--- src/rtl/tape_pkg.sv ---
// tape_pkg: shared state encoding, sizes and end-of-tape marker for the tape sequencer
package tape_pkg;
  localparam int ADDR_W = 10;
  localparam int DATA_W = 8;
  localparam int DEPTH = 2 ** ADDR_W;
  localparam logic [7:0] END_MARK = 8'hFF;
  typedef enum logic [2:0] {IDLE, REC, PLAY_WAIT, PLAY_READ, PLAY_CAPT} state_t;
endpackage

--- src/rtl/tape_sequencer.sv ---
// tape_sequencer: records scanned notes into an external memory and replays them on tempo ticks
module tape_sequencer
  import tape_pkg::*;
#(
  parameter int ADDR_W = tape_pkg::ADDR_W,
  parameter int DATA_W = tape_pkg::DATA_W
) (
  input  logic              clk,
  input  logic              rst,
  input  logic              mode_rec,
  input  logic              start,
  input  logic              stop,
  input  logic [DATA_W-1:0] note_in,
  input  logic              note_valid,
  output logic              note_ready,
  input  logic              tick,
  input  logic              loop_en,
  output logic              mem_write_en,
  output logic              mem_read_en,
  output logic [ADDR_W-1:0] mem_addr,
  output logic [DATA_W-1:0] mem_data_in,
  input  logic [DATA_W-1:0] mem_data_out,
  output logic [DATA_W-1:0] note_out,
  output logic              note_out_valid,
  output logic [ADDR_W:0]   length,
  output logic              busy,
  output logic              done,
  output logic              full
);
  localparam logic [ADDR_W:0] LAST_LEN = (ADDR_W+1)'(2 ** ADDR_W - 1);
  state_t            r_state;
  logic [ADDR_W-1:0] r_wr_ptr, r_rd_ptr, r_addr;
  logic [ADDR_W:0]   r_length;
  logic [DATA_W-1:0] r_din, r_note;
  logic              r_we, r_re, r_nv, r_done, r_full;
  logic              w_hs, w_last, w_end;
  assign note_ready     = r_state == REC;
  assign busy           = r_state != IDLE;
  assign w_hs           = note_valid & note_ready;
  assign w_end          = note_in == DATA_W'(END_MARK);
  assign w_last         = {1'b0, r_rd_ptr} == r_length - 1'b1;
  assign mem_write_en   = r_we;
  assign mem_read_en    = r_re;
  assign mem_addr       = r_addr;
  assign mem_data_in    = r_din;
  assign note_out       = r_note;
  assign note_out_valid = r_nv;
  assign length         = r_length;
  assign done           = r_done;
  assign full           = r_full;
  // Sequencer FSM: strobes default low each cycle, stop overrides every state
  always_ff @(posedge clk) begin
    if (rst) begin
      r_state  <= IDLE;
      r_wr_ptr <= '0;
      r_rd_ptr <= '0;
      r_length <= '0;
      r_full   <= 1'b0;
      r_note   <= '0;
      r_nv     <= 1'b0;
      r_done   <= 1'b0;
      r_we     <= 1'b0;
      r_re     <= 1'b0;
      r_addr   <= '0;
      r_din    <= '0;
    end else begin
      r_we   <= 1'b0;
      r_re   <= 1'b0;
      r_nv   <= 1'b0;
      r_done <= 1'b0;
      if (stop) r_state <= IDLE;
      else case (r_state)
        IDLE:
          if (start && mode_rec) begin
            r_state  <= REC;
            r_wr_ptr <= '0;
            r_length <= '0;
            r_full   <= 1'b0;
          end else if (start && r_length != '0) begin
            r_state  <= PLAY_WAIT;
            r_rd_ptr <= '0;
          end else if (start) r_done <= 1'b1;
        REC:
          if (w_hs && w_end) begin
            r_state <= IDLE;
            r_done  <= 1'b1;
          end else if (w_hs) begin
            r_we     <= 1'b1;
            r_addr   <= r_wr_ptr;
            r_din    <= note_in;
            r_length <= r_length + 1'b1;
            if (r_length == LAST_LEN) begin
              r_full  <= 1'b1;
              r_state <= IDLE;
              r_done  <= 1'b1;
            end else r_wr_ptr <= r_wr_ptr + 1'b1;
          end
        PLAY_WAIT:
          if (tick) begin
            r_state <= PLAY_READ;
            r_re    <= 1'b1;
            r_addr  <= r_rd_ptr;
          end
        PLAY_READ: r_state <= PLAY_CAPT;
        PLAY_CAPT: begin
          r_note <= mem_data_out;
          r_nv   <= 1'b1;
          if (w_last && !loop_en) begin
            r_state <= IDLE;
            r_done  <= 1'b1;
          end else begin
            r_state  <= PLAY_WAIT;
            r_rd_ptr <= w_last ? '0 : r_rd_ptr + 1'b1;
          end
        end
        default: r_state <= IDLE;
      endcase
    end
  end
endmodule

--- config.mk ---
export PLATFORM = sky130hd
export DESIGN_NAME = tape_sequencer
export DESIGN_NICKNAME = d
export VERILOG_FILES = /design/src/rtl/tape_pkg.sv /design/src/rtl/tape_sequencer.sv
export SDC_FILE = /design/constraint.sdc
export NUM_CORES = 1
export LEC_CHECK = 0
export CORE_MARGIN = 2
export CORE_UTILIZATION = 35
export DETAILED_ROUTE_END_ITERATION = 12
export GPL_ROUTABILITY_DRIVEN = 0
export PLACE_DENSITY = 0.68
export SLEW_MARGIN = 5
export SYNTH_ARGS = -nofsm -noshare
export SYNTH_HDL_FRONTEND = slang
export SYNTH_SLANG_ARGS = --single-unit
export TNS_END_PERCENT = 1
--- constraint.sdc ---
create_clock -name clk -period 2.7 [get_ports clk]
set_input_delay 0.54 -clock clk [delete_from_list [all_inputs] [get_ports clk]]
set_output_delay 0.54 -clock clk [all_outputs]
set_load 0.005 [all_outputs]
==> out/metrics.csv <==
stage,metric,value,unit
run_status,status,"complete, no violations",
global_routing,grt_usage,0.1707,
sta,final-setup-viol-count,0,
die,row_count,35,
die,fp.dieH,101.4,µm
pwr,power_per_cell_area,433.1,mW/mm²
logic_synthesis,netlist_instances,395,
critical_path,cp_data_arrival_time,2.73,ns
pwr,p_switching,0.0004300,W
drt,via_count,3063,
clocking,ctsResizeCount,0,
drt,dr.pass1.iters,4,
final_layout,nets,499,
clocking,root_buffer,clkbuf_8,
sta,timing.final.crit_period,2.495,ns
global_routing,antenna_found_initial,0,
clocking,clkLatencyLatePin,0.34,ns
place,placed_cell_area,0.004224,mm²
drt,route.detailed.drc,0,
die,dieArea,0.01027,mm²
final_layout,n_antenna_cell,0,
critical_path,rrSetupSlack,0.20,ns
logic_synthesis,avgSynthCellArea,8.400,µm²
sta,max_slew_margin,0.6354,
sta,final.setup.tns,0,ns
sta,hold_viol,0,
clocking,clkTransAtPathRegs,0.07,ns
min_path,hp-class,reg2reg,
drt,viasPerCell,5.063,
critical_path,slowest_stage,or4_4,
flow_run,cap_violations,0,
drt,wl,8218,µm
sta,max_freq,400.8,MHz
critical_path,critPathRequiredTime,2.94,ns
drt,met1_length,3766,µm
logic_synthesis,mappedNetlistNets,423,
drt,wl_met2,3767,µm
pwr,p_int,0.001484,W
pwr,leakagePower,1.550,nW
drt,ant_nets,0,
final_layout,multiInputGateArea,0.001882,mm²
clocking,hold_buffers,0,
logic_synthesis,synth_cell_types,59,
sta,slew_violations,0,
drt,drt_iter0_markers,102,
final_layout,final_common_cell,clkdlybuf4s50_1,
critical_path,path_class,reg2reg,
final_layout,fin_area,0.004418,mm²
clocking,htreeDepth,3,
clocking,post_cts_buffers,0,
drt,top_layer,met4,
die,start_util,0.3591,
critical_path,crit_fanout,5,
critical_path,worstSetupStartpointType,register,
pwr,pwr-share-clk,0.428,
sta,rsz0062_at_grt,no,
clocking,cts_tree,built,
pwr,p_sw_frac,0.2247,
die,core-area,0.009240,mm²
sta,clock_skew,0.008062,ns
sta,post-route-period-util,0.9241,
final_layout,fill_cells,919,
place,io_buffers,67,
logic_synthesis,synth_seq_cells,65,
clocking,cts-buffers-inserted,9,
logic_synthesis,ys_seq_area_frac,0.3922,
pwr,combPwrFrac,0.065,
clocking,clockBufferDepth,2,
die,ios,68,
global_routing,gr-total-overflow,0,
critical_path,crit_chain,inv_1 > ha_1 > nor3b_2 > xnor2_1 > a32oi_1 > or4_4 > nor3_1 > a21oi_1 > a2111oi_2,
pwr,vdd_drop_max,0.2059,mV
critical_path,cp_slowest_stage_delay,0.60,ns
drt,wl_met3,560,µm
final_layout,final_cell_mix,"clkdlybuf4s50_1 (67), dfxtp_1 (65), nor2_1 (49)",
logic_synthesis,synth_warnings,0,
final_layout,layout-drive-gt1-share,0.1303,
logic_synthesis,syn_area,0.003318,mm²
place,dpl.hpwl,6106,µm
critical_path,cp-end-kind,register,
die,die_w,101.4,µm
global_routing,grt_max_degree,42,
final_layout,register_area,0.001301,mm²
logic_synthesis,synth-edff-count,0,
global_routing,grt_pass1_wl,14000,µm
drt,wl_per_cell,13.58,µm
clocking,cts_sinks,65,
final_layout,areaGrowthSynthToFinish,33.14,%
logic_synthesis,synth_ff_type,dfxtp_1,
pwr,power_frac_seq,0.506,
global_routing,grt_pass1_vias,3006,
logic_synthesis,async_reset_ff_frac,0,
sta,tightest_slew,0.5448,ns
registers in the layout, summed over array words and instances, names as in the netlist, 3 cells and up:
| name | count |
|---|---|
| length | 11 |
| mem_addr | 10 |
| r_rd_ptr | 10 |
| r_wr_ptr | 10 |
| mem_data_in | 8 |
| note_out | 8 |
| r_state | 3 |
kinds of logic after synthesis:
group | after synthesis | share of synthesized area
flip-flops | 65 | 0.3922
adder cells (fa/ha/maj) | 4 | 0.01508
multiplexers | 19 | 0.05769
buffers and inverters | 34 | 0.04563
AND/OR/NAND/NOR | 173 | 0.2609
AO/OA/AOI/OAI | 75 | 0.1569
XOR/XNOR | 25 | 0.07165
synthesized netlist by cell type, drive strengths merged (2+ instances only):
cell type   n  share of area
and2        3         0.0057
or4         2         0.0057
a211oi     12          0.027
xor2       15          0.040
mux2i      18          0.054
nand2b      2         0.0038
nor4bb      2         0.0060
nand2      38          0.043
and4        2         0.0057
a2bb2oi     4          0.011
buf        10          0.018
and3        5         0.0094
dfxtp      65           0.39
nor3       15          0.023
nor3b       6          0.014
nor2       50          0.059
ha          4          0.015
a2111oi     2         0.0072
o22ai       2         0.0057
or3         6          0.011
xnor2      10          0.032
o31ai       2         0.0045
or2         9          0.017
nand4       9          0.017
o41ai       2          0.011
o21ai       7          0.011
a21o        3         0.0068
o21bai      2         0.0057
o21a        3         0.0068
nand3      18          0.027
inv         7         0.0079
a21oi      29          0.044
nor4        2         0.0038
clkbuf     17          0.019
through the flow:
stage	total power [W]	setup slack [ns]	hold WS, ns	cells	utilization
finish	0.001914	0.2048	0.4551	605	0.4781
CTS	0.001940	0.1447	0.4604	605	0.4776
floorplan	0.001043	0.1526	0.4527	395	-
global route	0.001996	0.05884	0.4838	605	0.4781
global placement	0.001115	0.05561	0.4416	589	0.4571
detailed placement	0.001117	-0.01479	0.4492	589	0.4571
worst max-delay path, delay by kind of cell, from the launching register on:
kind	cells	cell delay, ns
and+or+nand+nor	3	1.07
AOI/OAI and AO/OA	3	0.50
DFF	1	0.33
adders and majority gates	1	0.26
xor gates and xnor gates	1	0.19
buffers and inverters	1	0.06
path summary, 6_finish.rpt:
kind                 endpoint   startpoint  cells past startpoint
hold reg to reg   note_out[4]  note_out[4]                      2
setup reg to reg         done    length[0]                      9
setup / recovery         done    length[0]                      9
hold / removal    note_out[4]  note_out[4]                      2
power groups by stage:
| stage | sequential (W) | clock, W | combinational (W) |
|---|---|---|---|
| 2_1_floorplan | 0.000991 | 0 | 0.0000517 |
| 3_3_place_gp | 0.000991 | 0 | 0.000124 |
| 3_5_place_dp | 0.000991 | 0 | 0.000126 |
| 4_1_cts | 0.000969 | 0.000845 | 0.000126 |
| 5_1_grt | 0.000969 | 0.000890 | 0.000137 |
| 6_report | 0.000969 | 0.000820 | 0.000125 |
layout make-up:
type	count	share of cell area
Clock inverter	3	0.009063
Tap cell	129	0.03653
Timing Repair Buffer	92	0.1943
Sequential cell	65	0.2945
Multi-Input combinational cell	296	0.4259
Clock buffer	13	0.03370
Inverter	7	0.005947
layer usage:
layer  vias up  track usage
li1       1551            -
met1      1419       0.2163
met2        80       0.2715
met3        13      0.05866
met4         0      0.05821
met5         -            0
No activity file was read; power rests on OpenSTA's default activity.
